`src/rtl/qpu_exu_wbck_arbiter.sv`:
```
// Writeback arbiter: shares the CRF write port between ALU and long-pipe,
// routes measurement results into the MRF and issues OITF/MOITF retire pulses.
module qpu_exu_wbck_arbiter #(
  parameter int XLEN         = 32,
  parameter int RFIDX_W      = 5,
  parameter int QUBIT_NUM    = 8,
  parameter int STARVE_LIMIT = 4
) (
  input  logic                 clk,
  input  logic                 rst_n,
  input  logic                 alu_wbck_valid,
  output logic                 alu_wbck_ready,
  input  logic [XLEN-1:0]      alu_wbck_data,
  input  logic [RFIDX_W-1:0]   alu_wbck_rdidx,
  input  logic                 lsu_wbck_valid,
  output logic                 lsu_wbck_ready,
  input  logic [XLEN-1:0]      lsu_wbck_data,
  input  logic [RFIDX_W-1:0]   oitf_ret_rdidx,
  input  logic                 oitf_ret_rdwen,
  input  logic                 oitf_empty,
  output logic                 oitf_ret_ena,
  input  logic                 mcu_valid,
  output logic                 mcu_ready,
  input  logic [QUBIT_NUM-1:0] mcu_mask,
  input  logic [QUBIT_NUM-1:0] mcu_result,
  input  logic                 moitf_empty,
  output logic                 moitf_ret_ena,
  output logic                 crf_wbck_ena,
  output logic [RFIDX_W-1:0]   crf_wbck_rdidx,
  output logic [XLEN-1:0]      crf_wbck_data,
  output logic                 mrf_wbck_ena,
  output logic [QUBIT_NUM-1:0] mrf_wbck_mask,
  output logic [QUBIT_NUM-1:0] mrf_wbck_data,
  output logic                 wbck_err
);

  localparam int CNT_W = $clog2(STARVE_LIMIT + 1);
  localparam logic [CNT_W-1:0] CNT_MAX = CNT_W'(STARVE_LIMIT);

  logic [CNT_W-1:0] starve_cnt;

  logic alu_forced;
  logic lsu_port_need;
  logic alu_hs_p0;
  logic lsu_hs_p0;
  logic lsu_ret_vld_p0;
  logic lsu_wr_vld_p0;
  logic crf_vld_p0;
  logic mrf_vld_p0;
  logic err_p0;

  function automatic logic [CNT_W-1:0] sat_inc(input logic [CNT_W-1:0] v);
    return (v == CNT_MAX) ? CNT_MAX : v + CNT_W'(1);
  endfunction

  // Stage p0: combinational arbitration and handshakes
  always_comb begin
    lsu_port_need  = lsu_wbck_valid & ~oitf_empty & oitf_ret_rdwen;
    alu_forced     = (starve_cnt == CNT_MAX) & alu_wbck_valid;
    lsu_wbck_ready = ~oitf_empty ? ~(lsu_port_need & alu_forced) : 1'b1;
    alu_wbck_ready = ~(lsu_port_need & ~alu_forced);
    mcu_ready      = 1'b1;

    alu_hs_p0      = alu_wbck_valid & alu_wbck_ready;
    lsu_hs_p0      = lsu_wbck_valid & lsu_wbck_ready;
    // A completion arriving with an empty OITF has no entry to retire: drop it
    lsu_ret_vld_p0 = lsu_hs_p0 & ~oitf_empty;
    lsu_wr_vld_p0  = lsu_ret_vld_p0 & oitf_ret_rdwen;
    crf_vld_p0     = lsu_wr_vld_p0 | alu_hs_p0;
    mrf_vld_p0     = mcu_valid & ~moitf_empty;
    err_p0         = (lsu_wbck_valid & oitf_empty) | (mcu_valid & moitf_empty);
  end

  // Stage p1: registered writes, retire pulses and sticky error
  always_ff @(posedge clk) begin
    if (!rst_n) begin
      starve_cnt     <= '0;
      crf_wbck_ena   <= 1'b0;
      crf_wbck_rdidx <= '0;
      crf_wbck_data  <= '0;
      oitf_ret_ena   <= 1'b0;
      mrf_wbck_ena   <= 1'b0;
      mrf_wbck_mask  <= '0;
      mrf_wbck_data  <= '0;
      moitf_ret_ena  <= 1'b0;
      wbck_err       <= 1'b0;
    end else begin
      if (alu_wbck_valid & ~alu_wbck_ready)
        starve_cnt <= sat_inc(starve_cnt);
      else
        starve_cnt <= '0;

      crf_wbck_ena <= crf_vld_p0;
      oitf_ret_ena <= lsu_ret_vld_p0;
      if (lsu_wr_vld_p0) begin
        crf_wbck_rdidx <= oitf_ret_rdidx;
        crf_wbck_data  <= lsu_wbck_data;
      end else if (alu_hs_p0) begin
        crf_wbck_rdidx <= alu_wbck_rdidx;
        crf_wbck_data  <= alu_wbck_data;
      end

      mrf_wbck_ena  <= mrf_vld_p0;
      moitf_ret_ena <= mrf_vld_p0;
      if (mrf_vld_p0) begin
        mrf_wbck_mask <= mcu_mask;
        mrf_wbck_data <= mcu_result & mcu_mask;
      end

      wbck_err <= wbck_err | err_p0;
    end
  end

endmodule

```
`config.mk`:
```
export PLATFORM = sky130hd
export DESIGN_NAME = qpu_exu_wbck_arbiter
export DESIGN_NICKNAME = d
export VERILOG_FILES = /design/src/rtl/qpu_exu_wbck_arbiter.sv
export SDC_FILE = /design/constraint.sdc
export NUM_CORES = 1
export LEC_CHECK = 0
export CAP_MARGIN = 30
export CORE_MARGIN = 2
export CORE_UTILIZATION = 42
export DETAILED_ROUTE_END_ITERATION = 10
export GPL_TIMING_DRIVEN = 0
export PLACE_DENSITY_LB_ADDON = 0.25
export SYNTH_ARGS = -nofsm -noshare
export SYNTH_HDL_FRONTEND = slang
export SYNTH_SLANG_ARGS = --single-unit
```
`constraint.sdc`:
```
create_clock -name clk -period 2.8 [get_ports clk]
set_clock_uncertainty 0.15 [all_clocks]
set_input_delay 0.84 -clock clk [delete_from_list [all_inputs] [get_ports clk]]
set_output_delay 0.84 -clock clk [all_outputs]
set_load 0.005 [all_outputs]
```
Word level (Yosys, flattened, before mapping)
Index checks and enable logic that the tools add are counted.
{"block": "classes", "n_addsub": 1, "n_mul": 0, "div": 0, "n_lt_le_gt_ge": 0, "n_eq_ne": 1, "n_shift": 0, "muxes": 6, "n_bitwise": 24, "reduce_logical": 3}
{"operator": "2-to-1 mux 32 bit", "n": 2}
{"operator": "AND 1 bit", "n": 13}
{"operator": "2-to-1 mux 5 bit", "n": 2}
{"operator": "AND 8 bit", "n": 1}
{"operator": "NOT 1 bit", "n": 7}
{"operator": "adder 3 x 1 -> 3 bit (second input constant)", "n": 1}
{"operator": "equality test 3 bit (second input constant)", "n": 1}
{"operator": "2-to-1 mux 3 bit", "n": 1}
{"operator": "bitwise OR 1 bit", "n": 3}
{"operator": "OR reduction 3 bit", "n": 1}
{"operator": "AND reduction 2 bit", "n": 1}
{"operator": "nonzero test 2 bit", "n": 1}
{"operator": "2-to-1 mux 1 bit", "n": 1}
{"block": "totals", "ff_bits": 60, "latch_bits": 0, "ram_bits": 0, "romBits": 0, "word_cells": 45, "n_memories": 0}

Depth between registers and ports, before layout
Gate-level depths: netlist of the first run.
{"block": "depth", "depth_word": 10, "ltp_mapped": 7, "ltp_nobuf": 5}

Worst setup path after synthesis of the first run
Ideal clock, no wire load.
{"block": "synth_path", "path_kind": "input to output", "from": "in oitf_empty", "to": "out alu_wbck_ready", "t_arrival_ps": 1542, "slack_ps": 268, "cell_stages": 5, "n_path_buf": 3, "path_cell_list": "and3b_1 -> buf_2 -> buf_4 -> buf_2 -> nand2_1"}
{"block": "synth_via", "elab_chain_len": 5}
{"element": "start: declaration", "line_no": "20", "source": "input logic oitf_empty,"}
{"element": "NOT 1 bit", "line_no": "58", "source": "lsu_port_need = lsu_wbck_valid & ~oitf_empty & oitf_ret_rdwen;"}
{"element": "AND 1 bit (2 in series)", "line_no": "58"}
{"element": "AND 1 bit", "line_no": "61", "source": "alu_wbck_ready = ~(lsu_port_need & ~alu_forced);"}
{"element": "NOT 1 bit", "line_no": "61"}
{"element": "end: declaration", "line_no": "12", "source": "output logic alu_wbck_ready,"}
No other way between the ends.

Worst setup path after layout of the first run
{"block": "layout_path", "from": "in oitf_ret_rdwen", "to": "out alu_wbck_ready"}
{"block": "layout_via", "elab_chain_len": 3}
{"element": "start: declaration", "line_no": "19", "source": "input logic oitf_ret_rdwen,"}
{"element": "AND 1 bit", "line_no": "58"}
{"element": "AND 1 bit", "line_no": "61"}
{"element": "NOT 1 bit", "line_no": "61"}
No other way between the ends.

==> flow_summary.toml, run 1 <==
[sta]
hold_viol = 0
timing.slew.headroom_pct = 64.9
grt_setup_unrepaired = "no"
fmax_mhz = 365
setup_viol = 0
fin_ws_ps = 58.9
slew_violations = 0
timing.hold.ws_ps = 301
tightest_slew_ps = 527
timing.final.crit_share_pct = 97.9
min_period_ps = 2740

[worst_setup_path]
crit_chain = "dlygate4sd2_1 > and3b_2 > buf_12 > nand2_1 > clkdlybuf4s15_1"
critical_path_peak_fanout = 4
startpoint_type = "primary input"
regToRegStartpoint = "starve_cnt[0]"
r2r-end = "crf_wbck_data[16]"
cp.buffers_inverters = 3
worstPathRequired_ps = 1810
crit_type = "in2out"
rr_worst_depth = 7
max_stage_delay_ps = 270
cp_slowest_cell = "dlygate4sd2_1"
end_kind = "output pin"
cp_top_family = "buffers and inverters"
arrival_ps = 1750
r2r_slack_ps = 940

[worst_hold_path]
whs_path_depth = 2
hold_start = "mrf_wbck_data[1]"
hp-class = "reg2reg"
min_to = "mrf_wbck_data[1]"

[die]
start_util_pct = 44.1
ios = 159
die_w_um = 86.3
rows = 29
die-area_um2 = 7450
core_area_um2 = 6460
die_h_um = 86.3

[logic_synthesis]
synth_mux_area_share_pct = 0
syn_area_um2 = 2850
ys_warn_count = 0
syn-num-nets = 421
ys_types = 28
synth_xor_area_share_pct = 0
ys_ff_latch = 60
yosys-top-cells-area = "dfxtp_1, o221ai_2, nand3_1, inv_1, nand2_1"
synth_top_area_share_pct = 42.2
syn_inst = 321
synth_compound_area_share_pct = 23.2
synth_top_family_by_area = "compound AO/OA/AOI/OAI gates"
avgSynthCellArea_um2 = 8.86
synth_top_area_cell = "dfxtp_1"
yosys.area_share.simple_pct = 21.7
ys_seq_area_share_pct = 42.2
synthAdderAreaFrac_pct = 0.880

[pwr]
power.leakage_nw = 1.85
p_sw_mw = 0.545
peakVddDrop_mv = 0.309
switching_share_pct = 22.8
powerDensity_nw_per_um2 = 493
p_comb_share_pct = 19.3
p_clk_share_pct = 41.4
intPower_mw = 1.84
seq_power_share_pct = 39.3

[global_route]
overflow = 0
grt_max_degree = 20
grt_pass1_vias = 2898
grt.total_usage_pct = 24.4
antenna_found_initial = 0
grt_pass1_wl_um = 14200

[clocking]
cts.sinks = 60
cts_tree = "done"
clockBufferDepth = 2
clk_latency_ps = 330
cts_buffers = 9
cts_htree_levels = 3
root_buffer = "clkbuf_8"
clk_pin_slew_ps = 60

[finish]
nets = 591
layout.cells.non_filler = 573
design_area_um2 = 4830
seqCellArea_um2 = 1200
multi_input_area_um2 = 1310
areaGrowthSynthToFinish_pct = 69.9
fillers = 482
final_cell_mix = "clkdlybuf4s50_1, nand3_1, dfxtp_1"
drive_gt1_share_pct = 13.9
n_antenna_cell = 0
layout_commonest_cell = "clkdlybuf4s50_1"
postLayoutCoreUtil_pct = 74.8

[placement]
hpwl_um = 6540
dp_cells = 555
place_ws_ps = -864
dpl_cell_area_um2 = 4510
numPortBuffers = 157
gp_congestion = 0.791

[routing]
wl_um = 9120
dr.pass1.iters = 4
wl_per_cell_um = 15.9
drt-initial-drc-count = 151
viasPerCell = 5.35
remaining_drc_errors = 0
vias = 3063
antenna_left = 0

[job]
drv_cap = 0

[outcome]
status = "finished, final reports clean"
## cell type report
class | count | area share (%)
well taps | 77 | 1.99
clock buffers | 12 | 3.21
plain buffers | 30 | 4.12
repair buffers | 162 | 33.5
multi-input cells | 187 | 27.1
clock inverters | 4 | 1.97
inverters | 41 | 3.18
flip-flops and latches | 60 | 24.9
## power by group through the flow
stage                     Sequential [mW]  Combinational [mW]  Clock [mW]
after floorplan                     0.959               0.159           0
after global placement              0.954               0.445           0
after detailed placement            0.956               0.451           0
after CTS                           0.937               0.461       0.998
after global routing                0.943               0.492        1.04
final                               0.938               0.460       0.986
## timing repair
item | 4_1_cts | 5_1_grt
buffers inserted | 3 | 1
cloned | 1 | 0
hold buffers | 0 | 0
setup endpoints to repair | 2 | 2
gates resized for setup | 17 | 5
pin swaps | 1 | 1
## Yosys cell counts (all sizes together)
| cell | n |
|---|---|
| nand2b | 1 |
| nor3 | 1 |
| a221oi | 1 |
| nand3 | 83 |
| clkbuf | 16 |
| nand2 | 28 |
| a21boi | 16 |
| o221ai | 37 |
| inv | 41 |
| or3 | 1 |
| and2 | 1 |
| nand4b | 1 |
| conb | 1 |
| and3 | 1 |
| a22o | 1 |
| buf | 17 |
| nor2 | 4 |
| dfxtp | 60 |
| o21ai | 1 |
| ha | 2 |
| nor2b | 3 |
| a21oi | 1 |
| and3b | 1 |
| nand3b | 2 |
## worst register-to-register path, cell delays in order, from the launching register on
cell,delay (ps)
dfxtp_1,360
inv_1,50
ha_1,230
nand3_2,130
buf_12,160
clkbuf_1,380
nand3_1,180
o221ai_2,170
## worst max path at each step
stage	cells after the start	slack, ps	startpoint	to
5_1_grt	5	10	oitf_ret_rdwen	alu_wbck_ready
3_3_place_gp	6	-880	alu_wbck_valid	alu_wbck_ready
2_1_floorplan	5	270	oitf_empty	alu_wbck_ready
4_1_cts	5	40	oitf_empty	alu_wbck_ready
6_report	5	60	oitf_ret_rdwen	alu_wbck_ready
3_5_place_dp	6	-860	alu_wbck_valid	alu_wbck_ready
## sequential cells by signal (all words and copies together), names as in the netlist
| signal | flops |
|---|---|
| wbck_err | 1 |
| mrf_wbck_ena | 1 |
| crf_wbck_ena | 1 |
| crf_wbck_rdidx | 5 |
| mrf_wbck_data | 8 |
| starve_cnt | 3 |
| mrf_wbck_mask | 8 |
| crf_wbck_data | 32 |
| oitf_ret_ena | 1 |
## stage by stage
step / power, mW / setup TNS, ps
4_1_cts: 2.40 / 0
3_5_place_dp: 1.41 / -1710
6_report: 2.38 / 0
2_1_floorplan: 1.12 / 0
3_3_place_gp: 1.40 / -1730
5_1_grt: 2.47 / 0
## cell families after synthesis
logic type,Yosys count
and+or+nand+nor,127
buffers and inverters,74
DFF,60
AOI/OAI and AO/OA,57
adders and majority gates,2
other,1
## per-layer routing
layer  up-vias  part of all wire (%)  GRT usage, %
met4         0                   2.1          10.4
li1       1466                     -             -
met2       147                    49          39.6
met5         -                     0             0
met1      1435                    40          30.8
met3        15                   8.9          6.10
Note: power is estimated with default switching activity, not from simulation.
==> inputs of run 2 (changes only) <==
Settings changed: REMOVE_ABC_BUFFERS from default to 1.
==> flow_summary.toml, run 2 (synthesis results as in run 1) <==
[outcome]
status = "finished, final reports clean"

[pwr]
peakVddDrop_mv = 0.308
powerDensity_nw_per_um2 = 462
power.leakage_nw = 1.75

[global_route]
grt_pass1_vias = 2878
grt_pass1_wl_um = 14300
overflow = 0
grt.total_usage_pct = 24.8
antenna_found_initial = 0
grt_max_degree = 38

[clocking]
clk_pin_slew_ps = 60
clk_latency_ps = 330
cts_tree = "done"
cts_buffers = 9
root_buffer = "clkbuf_8"
cts_htree_levels = 3
clockBufferDepth = 2
cts.sinks = 60
cts_hold_buf = 0

[die]
rows = 29
die_h_um = 86.3
ios = 159
start_util_pct = 44.1
die_w_um = 86.3
core_area_um2 = 6460
die-area_um2 = 7450

[placement]
gp_congestion = 0.744
dp_cells = 526
numPortBuffers = 157
hpwl_um = 5980

[finish]
regMostFlops = "crf_wbck_data"
top_regs = "crf_wbck_data (32), mrf_wbck_data (8), mrf_wbck_mask (8)"
final_cell_mix = "clkdlybuf4s50_1, nand3_1, dfxtp_1"
areaGrowthSynthToFinish_pct = 63.9
layout.cells.non_filler = 548
layout_commonest_cell = "clkdlybuf4s50_1"
nets = 566
n_antenna_cell = 0
drive_gt1_share_pct = 13.2
largest_reg_flops = 32

[worst_setup_path]
end_kind = "output pin"
crit_type = "in2out"
r2r-end = "crf_wbck_rdidx[4]"
r2r_slack_ps = 800
cp_slowest_cell = "and3b_4"
cp.depth = 5
rr_worst_depth = 6
arrival_ps = 1780
max_stage_delay_ps = 340
worstPathRequired_ps = 1810
cp-endpoint = "lsu_wbck_ready"
regToRegStartpoint = "starve_cnt[0]"
startpoint_type = "primary input"
crit_start = "oitf_empty"
crit_chain = "buf_2 > and3b_4 > buf_4 > nand2_1 > dlygate4sd2_1"
cp.buffers_inverters = 3
critical_path_peak_fanout = 7
cp_top_family = "buffers and inverters"

[sta]
min_period_ps = 2770
tightest_slew_ps = 946
slew_violations = 0
timing.hold.ws_ps = 303
fmax_mhz = 361
tns_ps = 0
hold_viol = 0
grt_setup_unrepaired = "no"
timing.final.crit_share_pct = 98.9
timing.slew.headroom_pct = 36.7
setup_viol = 0

[routing]
wl_um = 9430
vias = 2935
dr.pass1.iters = 4
remaining_drc_errors = 0
wl_per_cell_um = 17.2
antenna_left = 0
viasPerCell = 5.36
drt-initial-drc-count = 179

[worst_hold_path]
hp-class = "reg2reg"

[job]
drv_cap = 0
## run 2: cell types whose count changed in the layout (fill, tap and decap cells not counted), moves of 2 or more
| cell | before | now |
|---|---|---|
| bufinv_16 | 3 | 0 |
| clkdlybuf4s15_1 | 2 | 0 |
| clkbuf_2 | 2 | 0 |
| buf_6 | 4 | 0 |
| and3b_1 | 0 | 2 |
| clkbuf_1 | 16 | 2 |
| clkbuf_8 | 11 | 14 |
| buf_4 | 9 | 3 |
## run 2: repair_timing
action,CTS,global route
setup endpoints to repair,39,1
cloned,4,0
resized for setup,19,6
setup buffers,1,1
pin swaps,1,1
## run 2: tightest hold or removal path: stages (launching register included)
cell and delay, ps:
dfxtp_1 310, nand2_1 50, a21boi_1 50
## run 2: how the worst min path moves through the flow
stage | from | to | cells after the start
after global placement | starve_cnt[0] | starve_cnt[0] | 1
after floorplan | starve_cnt[0] | starve_cnt[0] | 1
after CTS | starve_cnt[0] | starve_cnt[0] | 1
final | mrf_wbck_data[7] | mrf_wbck_data[7] | 2
after global routing | starve_cnt[0] | starve_cnt[0] | 1
after detailed placement | starve_cnt[0] | starve_cnt[0] | 1
## run 2: cell type report
type / instances / area [µm²]
Timing Repair Buffer: 163 / 1630
Tap cell: 77 / 96.3
Multi-Input combinational cell: 191 / 1380
Inverter: 41 / 154
Fill cell: 511 / 1790
Sequential cell: 60 / 1200
Clock buffer: 16 / 200
## run 2: where the power goes
part	leakage [nW]	switching [mW]	total [mW]	internal (mW)
logic	1.15	0.171	0.448	0.277
clock network	0.103	0.325	0.769	0.444
registers	0.494	0.0273	0.937	0.910
## run 2: metrics by stage
stage	area [µm²]	power, mW	util, %	setup slack [ps]
after detailed placement	4420	1.40	68.4	-1220
after floorplan	2660	1.09	-	-1340
after global routing	4660	2.24	72.2	3.80
after global placement	4330	1.38	67.0	-3300
after CTS	4660	2.16	72.2	-95.6
final	4660	2.15	72.2	31.6
## run 2: metal layers
| metal | up-vias | wire (µm) | global-route usage (%) |
|---|---|---|---|
| met5 | - | 0 | 0 |
| met4 | 0 | 131 | 8.38 |
| met3 | 13 | 643 | 5.33 |
| met2 | 116 | 4690 | 42.4 |
| met1 | 1383 | 3960 | 31.1 |
| li1 | 1423 | - | - |
==> inputs of run 3 (changes only) <==
Settings changed: CORE_ASPECT_RATIO from default to 0.5.
==> flow_summary.toml, run 3 (synthesis results as in run 1) <==
[outcome]
status = "finished, final reports clean"

[finish]
areaGrowthSynthToFinish_pct = 68.6
largest_reg_flops = 32
layout_commonest_cell = "clkdlybuf4s50_1"
final_cell_mix = "clkdlybuf4s50_1, nand3_1, dfxtp_1"
drive_gt1_share_pct = 13.2
top_regs = "crf_wbck_data (32), mrf_wbck_data (8), mrf_wbck_mask (8)"
regMostFlops = "crf_wbck_data"
n_antenna_cell = 0
design_area_um2 = 4800
nets = 566

[clocking]
cts.sinks = 60
clockBufferDepth = 2
cts_buffers = 9
cts_htree_levels = 3
clk_latency_ps = 320
clk_pin_slew_ps = 50
cts_tree = "done"
root_buffer = "clkbuf_16"

[die]
die_w_um = 120
die-area_um2 = 7490
start_util_pct = 43.0
rows = 21
core_area_um2 = 6620
die_h_um = 62.2
ios = 159

[sta]
fmax_mhz = 380
tns_ps = 0
grt_setup_unrepaired = "no"
fin_ws_ps = 166
setup_viol = 0
timing.final.crit_share_pct = 94.1
slew_violations = 0
timing.slew.headroom_pct = 40.8
tightest_slew_ps = 889
hold_viol = 0
min_period_ps = 2630

[pwr]
finalPower_mw = 2.45
peakVddDrop_mv = 0.300
power.leakage_nw = 1.80
powerDensity_nw_per_um2 = 511

[routing]
antenna_left = 0
wl_met1_um = 3770
dr.pass1.iters = 4
wl_um = 9710
viasPerCell = 5.44
drt-initial-drc-count = 197
wl_per_cell_um = 17.3
vias = 3057
top_layer = "met4"
remaining_drc_errors = 0
dr_wl_met2_um = 5040
wl_met3_um = 698

[worst_setup_path]
startpoint_type = "primary input"
crit_chain = "buf_2 > and3b_4 > nand2_1 > dlygate4sd2_1"
r2r-end = "crf_wbck_data[2]"
end_kind = "output pin"
rr_worst_depth = 6
crit_type = "in2out"
max_stage_delay_ps = 330
arrival_ps = 1640
r2r_slack_ps = 800
critical_path_peak_fanout = 7
worstPathRequired_ps = 1810
regToRegStartpoint = "starve_cnt[0]"
cp_slowest_cell = "and3b_4"

[global_route]
antenna_found_initial = 0
overflow = 0
grt_max_degree = 27
grt.total_usage_pct = 26.3
grt_pass1_vias = 3211
grt_pass1_wl_um = 15600

[worst_hold_path]
whs_path_depth = 2
hp-class = "reg2reg"
min_to = "mrf_wbck_data[1]"
hold_start = "mrf_wbck_data[1]"

[placement]
hpwl_um = 6100
dpl_cell_area_um2 = 4460
numPortBuffers = 157
place_ws_ps = -1150
gp_congestion = 0.756

[job]
drv_cap = 0
## run 3: cell types whose count changed in the layout (fill, tap and decap cells not counted), sizes merged
cell / before / now
dlymetal6s2s: 1 / 0
clkinv: 0 / 1
clkbuf: 17 / 14
nor2b: 3 / 4
dlygate4sd2: 2 / 3
## run 3: cell type report
cell class | count | area (µm²)
fillers | 493 | 1820
repair buffers | 162 | 1640
multi-input cells | 192 | 1400
flip-flops and latches | 60 | 1200
clock buffers | 14 | 284
inverters | 41 | 154
well taps | 92 | 115
clock inverters | 1 | 5.00
## run 3: repair_timing
item                                    in CTS  in global routing
endpoints found under the setup margin      43                  0
hold buffers                                 0                  0
gates resized for setup                     27                  0
buffers inserted                             1                  0
hold endpoints to repair                     0                  0
## run 3: critical path, delay by kind of cell
kind	cells	cell delay, ps
buffers and inverters	2	400
AND/OR/NAND/NOR	2	390
## run 3: routing by layer
metal | vias to the layer above | track usage [%]
li1 | 1429 | -
met1 | 1479 | 29.7
met2 | 127 | 47.4
met3 | 22 | 7.17
met4 | 0 | 10.0
met5 | - | 0
## run 3: metrics by stage
step                std cells  hold slack (ps)  util [%]
floorplan                 288              267         -
global placement          537              278      65.6
detailed placement        541              298      67.3
CTS                       562              308      72.5
global route              562              321      72.5
finish                    562              307      72.5
## run 3: power breakdown
group	total [mW]	switching (mW)	internal [mW]
sequential	0.941	0.0291	0.911
clock	1.06	0.367	0.689
combinational	0.455	0.174	0.281
total	2.45	0.569	1.88
## run 3: worst max path at each step
stage                        start                 to  slack [ps]  cells past startpoint
finish                  oitf_empty     lsu_wbck_ready         170                      4
global placement        oitf_empty   crf_wbck_data[2]       -2990                      4
global route                 rst_n  crf_wbck_data[31]          50                      5
floorplan           lsu_wbck_valid   crf_wbck_data[0]       -1340                      3
CTS                     oitf_empty     lsu_wbck_ready         160                      4
detailed placement  alu_wbck_valid     alu_wbck_ready       -1150                      4
